[src/rtl/ccc_lock_sequencer.sv]
// Clock-conditioning lock sequencer: synchronizes CCC lock, qualifies it for a stable window,
// then releases fabric reset. Optional lock-loss counter enabled by CCC_LOCK_LOSS_CNT_EN.
module ccc_lock_sequencer #(
    parameter int unsigned LOCK_STABLE_CYCLES = 1024,
    parameter int unsigned TIMEOUT_CYCLES     = 65535
) (
    input  logic       PCLK,
    input  logic       PRESETN,
    input  logic       LOCK_IN,
    input  logic       FORCE_RELOCK,
    input  logic       CLR_STICKY,
    output logic       FAB_RESET_N,
    output logic       CLK_GOOD,
    output logic       FAULT,
    output logic       LOCK_LOST,
    output logic [7:0] LOSS_CNT,
    output logic [1:0] STATE
);

    localparam int unsigned TIMER_W = 16;
    localparam int unsigned CNT_W   = 8;

    localparam logic [TIMER_W-1:0] STABLE_LAST  = TIMER_W'(LOCK_STABLE_CYCLES - 1);
    localparam logic [TIMER_W-1:0] TIMEOUT_LAST = TIMER_W'(TIMEOUT_CYCLES - 1);

    typedef enum logic [1:0] {
        ST_WAIT_LOCK = 2'b00,
        ST_STABILIZE = 2'b01,
        ST_RUN       = 2'b10,
        ST_FAULT     = 2'b11
    } state_e;

    state_e               state_q, state_d;
    logic [TIMER_W-1:0]   timer_q, timer_d;
    logic                 sync_meta_q;
    logic                 lock_s_q;
    logic                 lock_lost_q, lock_lost_d;
    logic                 fab_reset_n_q, clk_good_q, fault_q;
    logic                 restart;
    logic                 loss_event;

    // Two-flop synchronizer for the asynchronous CCC lock
    always_ff @(posedge PCLK or negedge PRESETN) begin
        if (!PRESETN) begin
            sync_meta_q <= 1'b0;
            lock_s_q    <= 1'b0;
        end else begin
            sync_meta_q <= LOCK_IN;
            lock_s_q    <= sync_meta_q;
        end
    end

    // Next-state; restart also covers a forced re-entry of WAIT_LOCK
    always_comb begin
        state_d    = state_q;
        restart    = 1'b0;
        loss_event = 1'b0;
        case (state_q)
            ST_WAIT_LOCK: begin
                if (FORCE_RELOCK) begin
                    restart = 1'b1;
                end else if (lock_s_q) begin
                    state_d = ST_STABILIZE;
                    restart = 1'b1;
                end else if (timer_q == TIMEOUT_LAST) begin
                    state_d = ST_FAULT;
                    restart = 1'b1;
                end
            end
            ST_STABILIZE: begin
                if (FORCE_RELOCK || !lock_s_q) begin
                    state_d = ST_WAIT_LOCK;
                    restart = 1'b1;
                end else if (timer_q == STABLE_LAST) begin
                    state_d = ST_RUN;
                    restart = 1'b1;
                end
            end
            ST_RUN: begin
                if (!lock_s_q) begin
                    state_d    = ST_WAIT_LOCK;
                    restart    = 1'b1;
                    loss_event = 1'b1;
                end else if (FORCE_RELOCK) begin
                    state_d = ST_WAIT_LOCK;
                    restart = 1'b1;
                end
            end
            ST_FAULT: begin
                if (FORCE_RELOCK) begin
                    state_d = ST_WAIT_LOCK;
                    restart = 1'b1;
                end
            end
            default: begin
                state_d = ST_WAIT_LOCK;
                restart = 1'b1;
            end
        endcase
        timer_d = restart ? '0 : timer_q + TIMER_W'(1);
        // A loss in the same cycle as a clear wins
        lock_lost_d = loss_event ? 1'b1 : (CLR_STICKY ? 1'b0 : lock_lost_q);
    end

    // Decoded outputs are flopped alongside the state so they cannot glitch on multi-bit changes
    always_ff @(posedge PCLK or negedge PRESETN) begin
        if (!PRESETN) begin
            state_q       <= ST_WAIT_LOCK;
            timer_q       <= '0;
            lock_lost_q   <= 1'b0;
            fab_reset_n_q <= 1'b0;
            clk_good_q    <= 1'b0;
            fault_q       <= 1'b0;
        end else begin
            state_q       <= state_d;
            timer_q       <= timer_d;
            lock_lost_q   <= lock_lost_d;
            fab_reset_n_q <= (state_d == ST_RUN);
            clk_good_q    <= (state_d == ST_RUN);
            fault_q       <= (state_d == ST_FAULT);
        end
    end

`ifdef CCC_LOCK_LOSS_CNT_EN
    logic [CNT_W-1:0] loss_cnt_q, loss_cnt_d;

    // Saturating loss counter; a coincident clear restarts the count at one
    always_comb begin
        loss_cnt_d = loss_cnt_q;
        if (loss_event) begin
            if (CLR_STICKY) begin
                loss_cnt_d = CNT_W'(1);
            end else if (loss_cnt_q != '1) begin
                loss_cnt_d = loss_cnt_q + CNT_W'(1);
            end
        end else if (CLR_STICKY) begin
            loss_cnt_d = '0;
        end
    end

    always_ff @(posedge PCLK or negedge PRESETN) begin
        if (!PRESETN) begin
            loss_cnt_q <= '0;
        end else begin
            loss_cnt_q <= loss_cnt_d;
        end
    end

    assign LOSS_CNT = loss_cnt_q;
`else
    assign LOSS_CNT = '0;
`endif

    assign STATE       = state_q;
    assign FAB_RESET_N = fab_reset_n_q;
    assign CLK_GOOD    = clk_good_q;
    assign FAULT       = fault_q;
    assign LOCK_LOST   = lock_lost_q;

endmodule

[config.mk]
export PLATFORM = sky130hd
export DESIGN_NAME = ccc_lock_sequencer
export DESIGN_NICKNAME = d
export VERILOG_FILES = /design/src/rtl/ccc_lock_sequencer.sv
export SDC_FILE = /design/constraint.sdc
export NUM_CORES = 1
export LEC_CHECK = 0
export CELL_PAD_IN_SITES_DETAIL_PLACEMENT = 0
export CELL_PAD_IN_SITES_GLOBAL_PLACEMENT = 1
export CORE_UTILIZATION = 42
export CTS_BUF_LIST = sky130_fd_sc_hd__clkbuf_2
export DETAILED_ROUTE_END_ITERATION = 6
export GPL_TIMING_DRIVEN = 0
export PLACE_DENSITY_LB_ADDON = 0.12
export SKIP_CTS_REPAIR_TIMING = 1
export SKIP_LAST_GASP = 1
export SYNTH_ARGS = -nofsm -noshare
export SYNTH_HDL_FRONTEND = slang
export SYNTH_SLANG_ARGS = --single-unit
[constraint.sdc]
create_clock -name PCLK -period 2.3 [get_ports PCLK]
set_input_delay 0.46 -clock PCLK [delete_from_list [all_inputs] [get_ports PCLK]]
set_output_delay 0.46 -clock PCLK [all_outputs]
set_load 0.02 [all_outputs]
# [After elaboration in Yosys (flattened, before gate mapping)]
# Index checks and enable logic that the tools add are counted.
[word_totals] out_inout_bits=14 in_bits=5 elab_cells=40 register_bits=23 memories=0 mem_bits_rw=0 latch_bits=0 romBits=0
[classes] order_cmp=0 eq_ne=7 n_reduce_logical=4 n_div=0 shifts=0 n_addsub=1 multipliers=0 n_mux=21 bitwise_logic=0
[op_table] op="$add A16 B1 Y16 const B" count=1
[op_table] op="$eq A16 B10 Y1 const B" count=1
[op_table] op="$eq A16 B16 Y1 const B" count=1
[op_table] op="$mux W16" count=1
[op_table] op="$mux W2" count=7
[op_table] op="$mux W1" count=11
[op_table] op="$eq A2 B2 Y1 const B" count=4
[op_table] op="$pmux W2 S4" count=1
[op_table] op="$pmux W1 S4" count=1
[op_table] op="$eq A2 B1 Y1 const B" count=1
[op_table] op="$logic_not A2 Y1" count=1
[op_table] op="$reduce_bool A2 Y1" count=1
[op_table] op="$logic_not A1 Y1" count=1
[op_table] op="$logic_or A1 B1 Y1" count=1

# [Logic depth before layout (Yosys ltp)]
# Gate-level depths: netlist (run 1).
[logic_depth] depth_word=6 mapped_depth=7 depth_no_buf=6

# [Worst setup path after synthesis (run 1)]
# No wires, ideal clock.
[synth_timing] path_type="register to register" from="register timer_q[13]" to="register timer_q[10]" path_slack_ns=0.544 arrival_time_ns=1.637 setup_time_ns=0.119 stages_incl_launch_ff=6 required_ns=2.181 n_path_buf=1 path_cell_list="dfrtp_1 > or4_4 > nor4_4 > o221a_4 > buf_6 > nor2_1"
[synth_via] elab_chain_len=6 word_cells_on_any_way=9 classes_between="eq/ne (2); mux (7)"
[synth_lines] element="start: declaration" line_no="34" text="logic [TIMER_W-1:0] timer_q, timer_d;"
[synth_lines] element="start signal: assignment" line_no="116" text="timer_q <= timer_d;"
[synth_lines] element="$eq A16 B16 Y1" line_no="65" text="end else if (timer_q == TIMEOUT_LAST) begin"
[synth_lines] element="$mux W1" line_no="65"
[synth_lines] element="$mux W1" line_no="62" text="end else if (lock_s_q) begin"
[synth_lines] element="$mux W1" line_no="60" text="if (FORCE_RELOCK) begin"
[synth_lines] element="$pmux W1 S4 *" line_no="58" text="case (state_q)"
[synth_lines] element="$mux W16 *" line_no="100" text="timer_d = restart ? '0 : timer_q + TIMER_W'(1);"
[synth_lines] element="named net timer_d[10]" line_no="34"
# The timed path passes the listed nets; every way through them passes the cells marked *.
# A chain may end at the register's enable or synchronous reset.

# [Final worst setup path (run 1)]
[layout_timing] from="register timer_q[0]" to="register timer_q[9]"
[layout_via] elab_chain_len=6 word_cells_on_any_way=10 classes_between="add/sub (1); eq/ne (2); mux (7)"
[layout_lines] element="$eq A16 B16 Y1" line_no="65"
[layout_lines] element="$mux W1" line_no="65"
[layout_lines] element="$mux W1" line_no="62"
[layout_lines] element="$mux W1" line_no="60"
[layout_lines] element="$pmux W1 S4" line_no="58"
[layout_lines] element="$mux W16 *" line_no="100"
[layout_lines] element="named net timer_d[9]" line_no="34"
# Marks and branches as above.

==> impl_metrics.env, run 1 <==
export IMPL_wl_per_cell_um=12.1
export IMPL_synth_flop_cell="dfrtp_1"
export IMPL_rsz0062_at_grt="false"
export IMPL_synth_cell_types=31
export IMPL_h_tree_depth=1
export IMPL_grt_usage=0.155
export IMPL_worst_path_max_delay_cell="dfrtp_1"
export IMPL_startpoint_type="register"
export IMPL_first_iter_violations=11
export IMPL_root_buffer="clkbuf_2"
export IMPL_die_h_um=55.5
export IMPL_fin_nets=148
export IMPL_hold_viol=0
export IMPL_ir_drop_mv=0.314
export IMPL_fin_crit_sh=0.876
export IMPL_avgSynthCellArea_um2=10.1
export IMPL_yosys_warnings=0
export IMPL_clock_sinks=23
export IMPL_p_leak_nw=0.565
export IMPL_cp_max_fo=10
export IMPL_core_area_um2=2730
export IMPL_slew_violations=0
export IMPL_cts_buffers=3
export IMPL_worstPathArrival_ps=2270
export IMPL_syn2layout_area_growth_pct=15.4
export IMPL_ys_ff_latch=23
export IMPL_max_slew_worst_pin_slew_ps=1000
export IMPL_gp_congestion=0.732
export IMPL_synth_most_common_cell="dfrtp_1"
export IMPL_path_cells="ha_1, nand3_1, nor4_4, o221a_4, buf_6, nor2_1"
export IMPL_yosysTopAreaCellShare=0.479
export IMPL_grt_first_pass_wirelength_mm=3.70
export IMPL_max_slew_margin=0.329
export IMPL_synth_cell_area_um2=1200
export IMPL_ios=19
export IMPL_dp_hpwl_mm=1.46
export IMPL_die_w_um=55.5
export IMPL_start_util=0.440
export IMPL_first_global_vias=829
export IMPL_layout_setup_ws_ps=286
export IMPL_async_reset_ff_frac=1.00
export IMPL_grt_antenna_before_repair=0
export IMPL_num_vias=886
export IMPL_synth_area_leaders="dfrtp_1, xnor2_1, nor2_1"
export IMPL_dieArea_um2=3080
export IMPL_cap_violations=0
export IMPL_routed_via_density=5.18
export IMPL_num_rows=19
export IMPL_skew_ps=5.67
export IMPL_clock_latency_ps=330
export IMPL_p_per_area_nw_per_um2=473
export IMPL_grt_max_degree=24
export IMPL_reg2reg_setup_slack_ps=290
export IMPL_drc_errors=0
export IMPL_cts_tree="done"
export IMPL_setup_viol=0
export IMPL_syn_inst=119
export IMPL_status="completed"
export IMPL_drt_first_pass_iters=4
export IMPL_routed_wl_mm=2.07
export IMPL_worst_setup_path_end_kind="register"
export IMPL_synth_largest_area_cell="dfrtp_1"
export IMPL_clk_pin_slew_ps=220
export IMPL_num_antenna_cells=0
export IMPL_pre_cts_ws_ps=301
export IMPL_io_buffers=10
export IMPL_drive_above_1_share=0.143
export IMPL_synth_top_cells_by_count="dfrtp_1, nor2_1, xnor2_1"
export IMPL_max_stage_delay_ps=470
export IMPL_min_period_ps=2010
export IMPL_critPathKind="reg2reg"
export IMPL_hold_path_class="reg2reg"
export IMPL_grt_overflow_total=0
export IMPL_synth_seq_area_share=0.479
export IMPL_final_setup_tns_ps=0
export IMPL_whs_ps=388
export IMPL_max_freq_ghz=0.496
export IMPL_ant_nets=0
export IMPL_synth_edf_count=0
export IMPL_clockBufferDepth=2
export IMPL_worstPathRequired_ps=2550
==> sequential cells by signal, indices dropped and copies added, names as in the netlist <==
name,flops
timer_q,16
STATE,2
CLK_GOOD,1
FAULT,1
LOCK_LOST,1
lock_s_q,1
sync_meta_q,1
==> path summary, 6_finish.rpt <==
path                              from           to  depth (start not counted)
min in group asynchronous      PRESETN   timer_q[4]                          1
setup / recovery            timer_q[0]   timer_q[9]                          6
hold reg to reg            sync_meta_q     lock_s_q                          0
max in group asynchronous      PRESETN  timer_q[13]                          1
setup reg to reg            timer_q[0]   timer_q[9]                          6
hold / removal             sync_meta_q     lock_s_q                          0
==> where the power goes <==
part / switching (mW) / internal (mW) / total [mW]
clock network: 0.123 / 0.0460 / 0.169
logic: 0.0410 / 0.0292 / 0.0702
registers: 0.00608 / 0.411 / 0.417
total: 0.170 / 0.486 / 0.656
==> metrics by stage <==
step           cell area [um^2]  utilization  power [mW]  std cells
3_5_place_dp               1370        0.500       0.495        167
6_report                   1390        0.508       0.656        171
2_1_floorplan              1230            -       0.470        126
5_1_grt                    1390        0.508       0.685        171
3_3_place_gp               1370        0.500       0.494        167
4_1_cts                    1390        0.508       0.662        171
==> cell families (layout without fill, tap and decap cells) <==
kind of cell	after synthesis	in the layout	synth area share
flip-flops	23	23	0.479
other	1	8	0.00312
buffers and inverters	15	29	0.0812
XOR/XNOR	14	14	0.102
adder cells (fa/ha/maj)	2	2	0.0208
AO/OA/AOI/OAI	7	7	0.0458
AND/OR/NAND/NOR	57	57	0.268
==> layer usage <==
layer / wire [um] / global-route usage / vias up
met5: 0 / 0 / -
met4: 40 / 0.0857 / 0
met3: 59 / 0.0234 / 4
met1: 995 / 0.194 / 437
li1: - / - / 429
met2: 971 / 0.256 / 16
==> layout by cell type (no fill, tap or decap), types with 2 or more instances in the layout <==
cell,netlist,final
a21oi_1,2,2
buf_4,9,9
clkbuf_2,0,4
clkdlybuf4s50_1,0,10
conb_1,1,8
dfrtp_1,23,23
ha_1,2,2
inv_1,4,4
nand2_1,7,7
nand2b_1,2,2
nand3_1,5,5
nand4_1,4,4
nor2_1,19,19
nor2b_1,2,2
nor3_1,6,6
nor4_1,3,3
o21ai_0,2,2
xnor2_1,10,10
xor2_1,4,4
==> layout make-up <==
type,instances,area [um^2]
buffer,11,82.6
clock buffer,4,20.0
fill,258,1350
inverter,4,15.0
multi-input combinational,88,556
sequential,23,576
tap,31,38.8
timing repair buffer,10,100
==> worst max-delay path, delay by kind of cell (launching register included) <==
kind	cells	cell delay, ps
compound gates	1	300
buf+inv	1	150
flops	1	470
simple gates	3	800
fa+ha+maj	1	210
No activity file was read; power rests on OpenSTA's default activity.
==> inputs of run 2 (changes only) <==
- CORE_UTILIZATION: 42 -> 46
- clock period: 2.3 -> 2.5 ns (I/O delays scaled with it)
==> impl_metrics.env, run 2 (same netlist as run 1, synthesis figures left out) <==
export IMPL_max_flop_register="timer_q"
export IMPL_num_antenna_cells=0
export IMPL_core_area_um2=2480
export IMPL_worst_setup_path_end_kind="primary output"
export IMPL_worstPathRequired_ps=2000
export IMPL_placed_area_um2=1370
export IMPL_dp_hpwl_mm=1.47
export IMPL_clock_latency_ps=340
export IMPL_drc_errors=0
export IMPL_start_util=0.485
export IMPL_startpoint_type="register"
export IMPL_routed_via_density=4.99
export IMPL_status="completed"
export IMPL_met2_length_um=971
export IMPL_ios=19
export IMPL_clk_pin_slew_ps=230
export IMPL_cp_max_fo=8
export IMPL_die_w_um=53.1
export IMPL_root_buffer="clkbuf_2"
export IMPL_grt_usage=0.179
export IMPL_max_slew_worst_pin_slew_ps=1020
export IMPL_first_global_vias=788
export IMPL_critPathTopFamily="buffers and inverters"
export IMPL_hold_depth=0
export IMPL_gp_congestion=0.703
export IMPL_cts_buffers=3
export IMPL_path_cells="clkdlybuf4s50_1"
export IMPL_ant_nets=0
export IMPL_cap_violations=0
export IMPL_maxUsedRoutingLayer="met4"
export IMPL_final_setup_tns_ps=0
export IMPL_worstPathArrival_ps=1500
export IMPL_layout_common_cells="dfrtp_1, nor2_1, xnor2_1, clkdlybuf4s50_1, buf_4"
export IMPL_grt_first_pass_wirelength_mm=3.52
export IMPL_dieArea_um2=2820
export IMPL_first_iter_violations=18
export IMPL_wl_met3_um=78
export IMPL_rr_worst_depth=6
export IMPL_num_vias=848
export IMPL_hold_path_class="reg2reg"
export IMPL_min_to="lock_s_q"
export IMPL_layout_commonest_cell="dfrtp_1"
export IMPL_min_period_ps=2000
export IMPL_num_fill_cells=247
export IMPL_rr_endpoint="timer_q[11]"
export IMPL_routed_wl_mm=2.02
export IMPL_die_h_um=53.1
export IMPL_pre_cts_ws_ps=496
export IMPL_setup_viol=0
export IMPL_wl_met1_um=961
export IMPL_h_tree_depth=1
export IMPL_design_area_um2=1390
export IMPL_skew_ps=25.2
export IMPL_max_stage_delay_ps=650
export IMPL_grt_antenna_before_repair=0
export IMPL_rsz0062_at_grt="false"
export IMPL_cts_tree="done"
export IMPL_critPathKind="reg2out"
export IMPL_slew_violations=0
export IMPL_fin_util=0.560
export IMPL_worst_path_max_delay_cell="clkdlybuf4s50_1"
export IMPL_path_buf_inv=1
export IMPL_fin_nets=148
export IMPL_report_power_total_mw=0.594
export IMPL_clock_sinks=23
export IMPL_reg2reg_setup_slack_ps=540
export IMPL_largest_register_ffs=16
export IMPL_syn2layout_area_growth_pct=15.3
export IMPL_p_per_area_nw_per_um2=429
export IMPL_grt_max_degree=24
export IMPL_r2r_start="timer_q[0]"
export IMPL_drt_first_pass_iters=4
export IMPL_p_leak_nw=0.565
export IMPL_grt_overflow_total=0
export IMPL_num_rows=18
export IMPL_clockBufferDepth=2
export IMPL_max_freq_ghz=0.500
export IMPL_fin_crit_sh=0.800
export IMPL_wl_per_cell_um=11.9
export IMPL_max_slew_margin=0.319
export IMPL_layout_setup_ws_ps=500
export IMPL_hold_viol=0
export IMPL_hold_start="sync_meta_q"
export IMPL_ir_drop_mv=0.292
export IMPL_io_buffers=10
export IMPL_drive_above_1_share=0.143
## run 2: cell types whose count changed in the layout (fill, tap and decap cells not counted), sizes merged
cell / change
clkinv: +1
clkbuf: -1
## run 2: area by class of cell
type                            instances  area, um^2  area share
Buffer                                 11        82.6      0.0596
Sequential cell                        23         576       0.415
Multi-Input combinational cell         88         556       0.401
Clock inverter                          1        5.00     0.00361
Timing Repair Buffer                   10         100      0.0722
Clock buffer                            3        15.0      0.0108
Inverter                                4        15.0      0.0108
Tap cell                               30        37.5      0.0271
## run 2: power by group
group          switching [mW]  total [mW]  internal (mW)
registers             0.00559       0.383          0.378
logic                  0.0374      0.0642         0.0269
clock network           0.110       0.147         0.0362
## run 2: metal layers
metal  vias up  global-route usage
li1        438                   -
met1       392               0.229
met2        16               0.297
met3         2              0.0603
met4         0              0.0263
met5         -                   0
## run 2: worst max-delay path by stage
stage | to | depth (start not counted) | start | slack (ps)
6_report | STATE[1] | 1 | STATE[1] | 500
5_1_grt | timer_q[0] | 6 | timer_q[0] | 290
4_1_cts | STATE[1] | 1 | STATE[1] | 490
3_5_place_dp | timer_q[11] | 5 | FORCE_RELOCK | 500
3_3_place_gp | timer_q[11] | 5 | FORCE_RELOCK | 500
2_1_floorplan | timer_q[10] | 5 | timer_q[13] | 740
## run 2: stage by stage
stage / std cells / hold slack, ps
global placement: 166 / 331
detailed placement: 166 / 364
CTS: 170 / 412
finish: 170 / 406
floorplan: 126 / 204
global route: 170 / 423
